===== config.mk =====
export PLATFORM = sky130hd
export DESIGN_NAME = fir_stim_gen
export DESIGN_NICKNAME = d
export VERILOG_FILES = /design/src/rtl/fir_stim_gen.sv
export SDC_FILE = /design/constraint.sdc
export NUM_CORES = 1
export LEC_CHECK = 0
export BUFFER_PORTS_ARGS = -buffer_cell sky130_fd_sc_hd__buf_2
export CAP_MARGIN = 10
export CELL_PAD_IN_SITES_DETAIL_PLACEMENT = 1
export CELL_PAD_IN_SITES_GLOBAL_PLACEMENT = 2
export CORE_MARGIN = 2
export CORE_UTILIZATION = 35
export DETAILED_ROUTE_END_ITERATION = 16
export PLACE_DENSITY_LB_ADDON = 0.1
export SYNTH_ARGS = -nofsm -noshare
export SYNTH_HDL_FRONTEND = slang
export SYNTH_SLANG_ARGS = --single-unit

===== constraint.sdc =====
create_clock -name clk -period 3.59 [get_ports clk]
set_input_delay 0 -clock clk [delete_from_list [all_inputs] [get_ports clk]]
set_output_delay 0 -clock clk [all_outputs]
set_load 0.05 [all_outputs]

===== src/rtl/fir_stim_gen.sv =====
// Burst stimulus generator for an FIR under test: PRBS-7, impulse, step or alternating symbols.
// Optional trailing zero-flush of N_TAPS symbols is compiled in when FIR_STIM_FLUSH_EN is defined.
module fir_stim_gen #(
    parameter int BW_in     = 2,
    parameter int BURST_LEN = 32,
    parameter int N_TAPS    = 2
) (
    input  logic             clk,
    input  logic             rst,
    input  logic             start,
    input  logic [1:0]       mode,
    output logic [BW_in-1:0] x_out,
    output logic             x_valid,
    output logic             busy,
    output logic             done
);

    localparam int CNT_MAX = (BURST_LEN > N_TAPS) ? BURST_LEN : N_TAPS;
    localparam int CW      = $clog2(CNT_MAX + 1);

    localparam logic [CW-1:0]    LAST_SYM = CW'(BURST_LEN - 1);
`ifdef FIR_STIM_FLUSH_EN
    localparam logic [CW-1:0]    LAST_FLUSH = CW'(N_TAPS - 1);
`endif
    localparam logic [BW_in-1:0] POS_MAX  = {1'b0, {(BW_in-1){1'b1}}};
    localparam logic [BW_in-1:0] NEG_MAX  = ~POS_MAX + 1'b1;
    localparam logic [6:0]       LFSR_SEED = 7'h7F;

    typedef enum logic [1:0] {
        IDLE  = 2'd0,
`ifdef FIR_STIM_FLUSH_EN
        FLUSH = 2'd2,
`endif
        RUN   = 2'd1
    } state_t;

    typedef enum logic [1:0] {
        MODE_PRBS    = 2'd0,
        MODE_IMPULSE = 2'd1,
        MODE_STEP    = 2'd2,
        MODE_ALT     = 2'd3
    } mode_t;

    state_t        state, state_d;
    mode_t         mode_q, mode_d;
    logic [CW-1:0] cnt, cnt_d;
    logic [6:0]    lfsr, lfsr_d;
    logic          done_q, done_d;
    logic [BW_in-1:0] pattern;

    // Zero-extension lets BW_in exceed the 7-bit LFSR without an out-of-range slice.
    logic [BW_in+6:0] lfsr_ext;
    assign lfsr_ext = {{BW_in{1'b0}}, lfsr};

    always_comb begin
        pattern = '0;
        unique case (mode_q)
            MODE_PRBS:    pattern = lfsr_ext[BW_in-1:0];
            MODE_IMPULSE: pattern = (cnt == '0) ? POS_MAX : '0;
            MODE_STEP:    pattern = POS_MAX;
            MODE_ALT:     pattern = cnt[0] ? NEG_MAX : POS_MAX;
            default:      pattern = '0;
        endcase
    end

    // NOTE: every output of this block gets a default first, so no path leaves one unassigned and no latch is inferred.
    always_comb begin
        state_d = state;
        mode_d  = mode_q;
        cnt_d   = cnt;
        lfsr_d  = lfsr;
        done_d  = 1'b0;
        x_out   = '0;
        x_valid = 1'b0;
        busy    = (state != IDLE);

        unique case (state)
            IDLE: begin
                if (start) begin
                    mode_d  = mode_t'(mode);
                    cnt_d   = '0;
                    lfsr_d  = LFSR_SEED;
                    state_d = RUN;
                end
            end
            RUN: begin
                x_out   = pattern;
                x_valid = 1'b1;
                if (mode_q == MODE_PRBS) begin
                    lfsr_d = {lfsr[5:0], lfsr[6] ^ lfsr[5]};
                end
                if (cnt == LAST_SYM) begin
                    cnt_d = '0;
`ifdef FIR_STIM_FLUSH_EN
                    state_d = FLUSH;
`else
                    state_d = IDLE;
                    done_d  = 1'b1;
`endif
                end else begin
                    cnt_d = cnt + CW'(1);
                end
            end
`ifdef FIR_STIM_FLUSH_EN
            FLUSH: begin
                x_valid = 1'b1;
                if (cnt == LAST_FLUSH) begin
                    cnt_d   = '0;
                    state_d = IDLE;
                    done_d  = 1'b1;
                end else begin
                    cnt_d = cnt + CW'(1);
                end
            end
`endif
            default: state_d = IDLE;
        endcase
    end

    // done is registered so it lands in the first IDLE cycle after the last symbol.
    assign done = done_q;

    // NOTE: state registers use non-blocking assignments so every flop samples pre-edge values.
    always_ff @(posedge clk) begin
        if (rst) begin
            state  <= IDLE;
            mode_q <= MODE_PRBS;
            cnt    <= '0;
            lfsr   <= LFSR_SEED;
            done_q <= 1'b0;
        end else begin
            state  <= state_d;
            mode_q <= mode_d;
            cnt    <= cnt_d;
            lfsr   <= lfsr_d;
            done_q <= done_d;
        end
    end

endmodule


== Yosys cells after proc, flatten, opt, wreduce, memory -nomap -nowiden ==
Index checks and enable logic that the tools add are counted.

* Eq/ne operators: 8
* Add/subtract/negate cells: 1
* Reductions and logical operators: 10
* Mux-type cells: 15
* Bitwise gates (word level): 2

{| class="wikitable"
|+ Operators by type and width
! kind !! count
|-
| $mux 7 || 2
|-
| $pmux 7 s2 || 1
|-
| $mux 6 || 2
|-
| $pmux 6 s2 || 1
|-
| $mux 2 || 4
|-
| $pmux 2 s4 || 1
|-
| $add 6x1->6 const B || 1
|-
| $eq 6x5->1 const B || 1
|-
| $logic_not 6->1 || 1
|-
| $ne 2x2->1 const B || 3
|-
| $reduce_and 2->1 || 3
|-
| $eq 2x1->1 const B || 2
|-
| $eq 2x2->1 const B || 2
|-
| $logic_not 2->1 || 2
|-
| $pmux 2 s2 || 1
|-
| $reduce_bool 2->1 || 2
|-
| $mux 1 || 3
|-
| $reduce_and 3->1 || 1
|-
| $reduce_or 2->1 || 1
|-
| $not 1->1 || 1
|-
| $xor 1x1->1 || 1
|}

* Register bits after elaboration: 18
* Bits of input ports: 5
* Output and inout port bits: 5

== Logic depth before layout (Yosys ltp) ==
* Word-level depth: 4
* Depth in mapped cells: 5

== Worst setup path after synthesis ==
OpenSTA, ideal clock, no wires.

* Kind: reg2out
* Start: register state[0]
* End: output x_out[0]
* Cell stages (with the launch flop): 3
* Path slack: 1822 ps
* Arrival: 1768 ps
* Required time: 3590 ps
* Cell sequence: dfxtp_1 > buf_4 > a21boi_1

* Cells in the longest elaborated chain, start to end: 2

{| class="wikitable"
|+ RTL lines
! what !! RTL line !! text
|-
| start, declared || 44 || <nowiki>state_t state, state_d;</nowiki>
|-
| start signal, assigned || 132 || <nowiki>state <= state_d;</nowiki>
|-
| $eq 2x1->1 || 77 || <nowiki>unique case (state)</nowiki>
|-
| $mux 2 || 77 ||
|-
| end, declared || 12 || <nowiki>output logic [BW_in-1:0] x_out,</nowiki>
|}

Every way passes these cells.

== Worst setup path in the final report ==
* Start: register cnt[0]
* End: output x_out[0]

* Cells in the longest elaborated chain, start to end: 4

{| class="wikitable"
|+ RTL lines
! what !! RTL line !! text
|-
| start, declared || 46 || <nowiki>logic [CW-1:0] cnt, cnt_d;</nowiki>
|-
| start signal, assigned || 134 || <nowiki>cnt <= cnt_d;</nowiki>
|-
| $logic_not 6->1 || 59 || <nowiki>MODE_IMPULSE: pattern = (cnt == '0) ? POS_MAX : '0;</nowiki>
|-
| $mux 1 || 59 ||
|-
| $pmux 2 s4 || 57 || <nowiki>unique case (mode_q)</nowiki>
|-
| $mux 2 || 77 ||
|}

Every way passes these cells.

==> impl_metrics.tcl <==
set metrics [dict create \
    gp_congestion 0.626 \
    vias 687 \
    numCtsBuffers 3 \
    grt_pass1_wl_um 3070 \
    syn_inst 96 \
    min_period_ns 1.65 \
    multiInputGateArea_um2 412 \
    fill_cells 285 \
    row_count 17 \
    antenna_found_initial 0 \
    drt_first_pass_iters 4 \
    cp.arrival_ns 1.65 \
    overflow 0 \
    clkSlewWorstSetupHoldPaths_ns 0.10 \
    setup_tns_ns 0 \
    drtIter0Drc 8 \
    synth_seq_cells 17 \
    layout_common_cells "17 x dfxtp_1, 14 x nand2_1, 10 x nand3_1" \
    vias_per_cell 5.17 \
    max_freq_mhz 605 \
    finalCritPeriodShare 0.461 \
    holdCritPathClass "input pin to flip-flop" \
    seqCellArea_um2 340 \
    ir_worst_vdd_mv 0.265 \
    clk_path_buf_depth 2 \
    ant_nets 0 \
    top_level_ports 10 \
    worstSetupPathType "flip-flop to primary output" \
    cts_resized 0 \
    ys_seq_area_frac 0.418 \
    initial_utilization 0.368 \
    core-area_um2 2210 \
    startpoint_type "flip-flop" \
    wl_um 1710 \
    drc 0 \
    relSlewSlack 0.644 \
    crit_fanout 5 \
    required_ns 3.59 \
    stdcell_area_um2 898 \
    rsz0062_at_grt "no" \
    yosysUniqueCellTypes 28 \
    portBuffers 9 \
    grt_pass1_vias 661 \
    synth_nets 103 \
    clock_sinks 17 \
    slew_viol_final 0 \
    track_usage 0.157 \
    area_delta_synth_final_pct 10.5 \
    drive_above_1_share 0.152 \
    layout_commonest_cell "dfxtp_1" \
    clock_skew_ns 0.00723 \
    setup_violations 0 \
    clkLatencyLatePin_ns 0.29 \
    power.density_nw_per_um2 412 \
    htree_levels 1 \
    die_x_um 52.2 \
    tightest_slew_ns 0.533 \
    place_area_um2 851 \
    nets 113 \
    maxCapViolCount 0 \
    p_leak_nw 0.361 \
    cts_root_buffer "clkbuf_4" \
    status "finished, final reports clean" \
    grt_max_degree 20 \
    syn_area_per_cell_um2 8.47 \
    yosys_warnings 0 \
    diodes 0 \
    cp-end-kind "primary output" \
    hpwl_um 1240 \
    hold_violations 0 \
    syn_area_um2 813 \
    avgRoutedWirePerCell_um 12.9 \
    fp.dieH_um 52.2 \
    die-area_um2 2730 \
    cts_tree "done" \
    cts_setup_buffers 0 \
]
## worst paths after layout
kind / startpoint / endpoint / slack (ns) / depth (start not counted)
max reg2reg: state[0]$_SDFFE_PP0P_ / lfsr[5]$_SDFFE_PP1P_ / 2.05 / 3
max: cnt[0]$_SDFFE_PP0P_ / x_out[0] / 1.94 / 6
min: rst / mode_q[1]$_SDFFE_PP0P_ / 0.03 / 2
min reg2reg: lfsr[2]$_SDFFE_PP1P_ / lfsr[2]$_SDFFE_PP1P_ / 0.49 / 2
## repair_timing
action                                 CTS  global route
endpoints found under the hold margin    2             0
hold buffers                             2             0
setup endpoints to repair                0             0
## per-stage QoR
step | hold WS (ns) | instances | setup slack, ns | util | power (mW)
final | 0.0348 | 133 | 1.94 | 0.406 | 0.370
after floorplan | 0.147 | 96 | 1.82 | - | 0.259
after detailed placement | 0.251 | 127 | 2.03 | 0.385 | 0.270
after global placement | 0.246 | 127 | 2.08 | 0.385 | 0.269
after global routing | 0.0409 | 133 | 1.78 | 0.406 | 0.395
after CTS | 0.0285 | 133 | 1.87 | 0.406 | 0.379
## report_power, final
group / total (mW) / switching (mW) / internal, mW
Sequential: 0.208 / 0.0108 / 0.197
Combinational: 0.0584 / 0.0373 / 0.0211
Clock: 0.104 / 0.0628 / 0.0415
Total: 0.370 / 0.111 / 0.259
## cell families after synthesis
| kind of cell | Yosys count | synth area share |
|---|---|---|
| xor+xnor | 1 | 0.0108 |
| simple gates | 49 | 0.315 |
| compound gates | 12 | 0.0985 |
| fa+ha+maj | 2 | 0.0308 |
| buf+inv | 11 | 0.0754 |
| flops | 17 | 0.418 |
| mux | 4 | 0.0508 |
## final cells by class
class                      instances  share of cell area
sequential                        17               0.379
multi-input combinational         68               0.458
inverter                           5              0.0209
clock buffer                       3              0.0251
timing repair buffer              11              0.0724
tap                               28              0.0390
clock inverter                     1             0.00557
## flip-flops by register name (all words and copies together) (netlist names)
register / cells
lfsr: 7
cnt: 6
mode_q: 2
done: 1
state: 1
## critical path, cell delays in order (launching register included)
cell and delay, ns:
dfxtp_1 0.37, inv_1 0.10, ha_1 0.14, nor4b_1 0.23, nand3_1 0.11, a21boi_1 0.14, buf_2 0.28
## cells in the mapped netlist
master,number,area share
nor3b_2,1,0.015
xor2_1,1,0.011
dfxtp_1,17,0.42
nor3_1,5,0.031
nor2_1,8,0.037
or3b_1,3,0.032
buf_6,1,0.014
buf_4,3,0.028
nand4_1,2,0.015
nor2_4,1,0.014
a211oi_1,3,0.028
nor2b_1,1,0.0077
ha_1,2,0.031
inv_1,5,0.023
nand2_1,14,0.065
nand2b_1,1,0.0077
o2111ai_1,1,0.011
nand3_1,10,0.062
buf_2,1,0.0061
nor4b_1,1,0.011
o21bai_1,1,0.0092
a21oi_1,4,0.025
mux2_2,1,0.014
mux2i_1,3,0.037
a31oi_1,1,0.0077
a21boi_1,2,0.018
nor3b_1,2,0.018
clkbuf_1,1,0.0046
## metal layers
layer | vias up | GRT usage | part of all wire | routed length, µm
met5 | - | 0 | 0 | 0
met4 | 0 | 0.0641 | 0.0099 | 17
met3 | 2 | 0.0600 | 0.041 | 70
met2 | 12 | 0.247 | 0.45 | 774
met1 | 324 | 0.193 | 0.50 | 850
li1 | 349 | - | - | -
No activity file was read; power rests on OpenSTA's default activity.
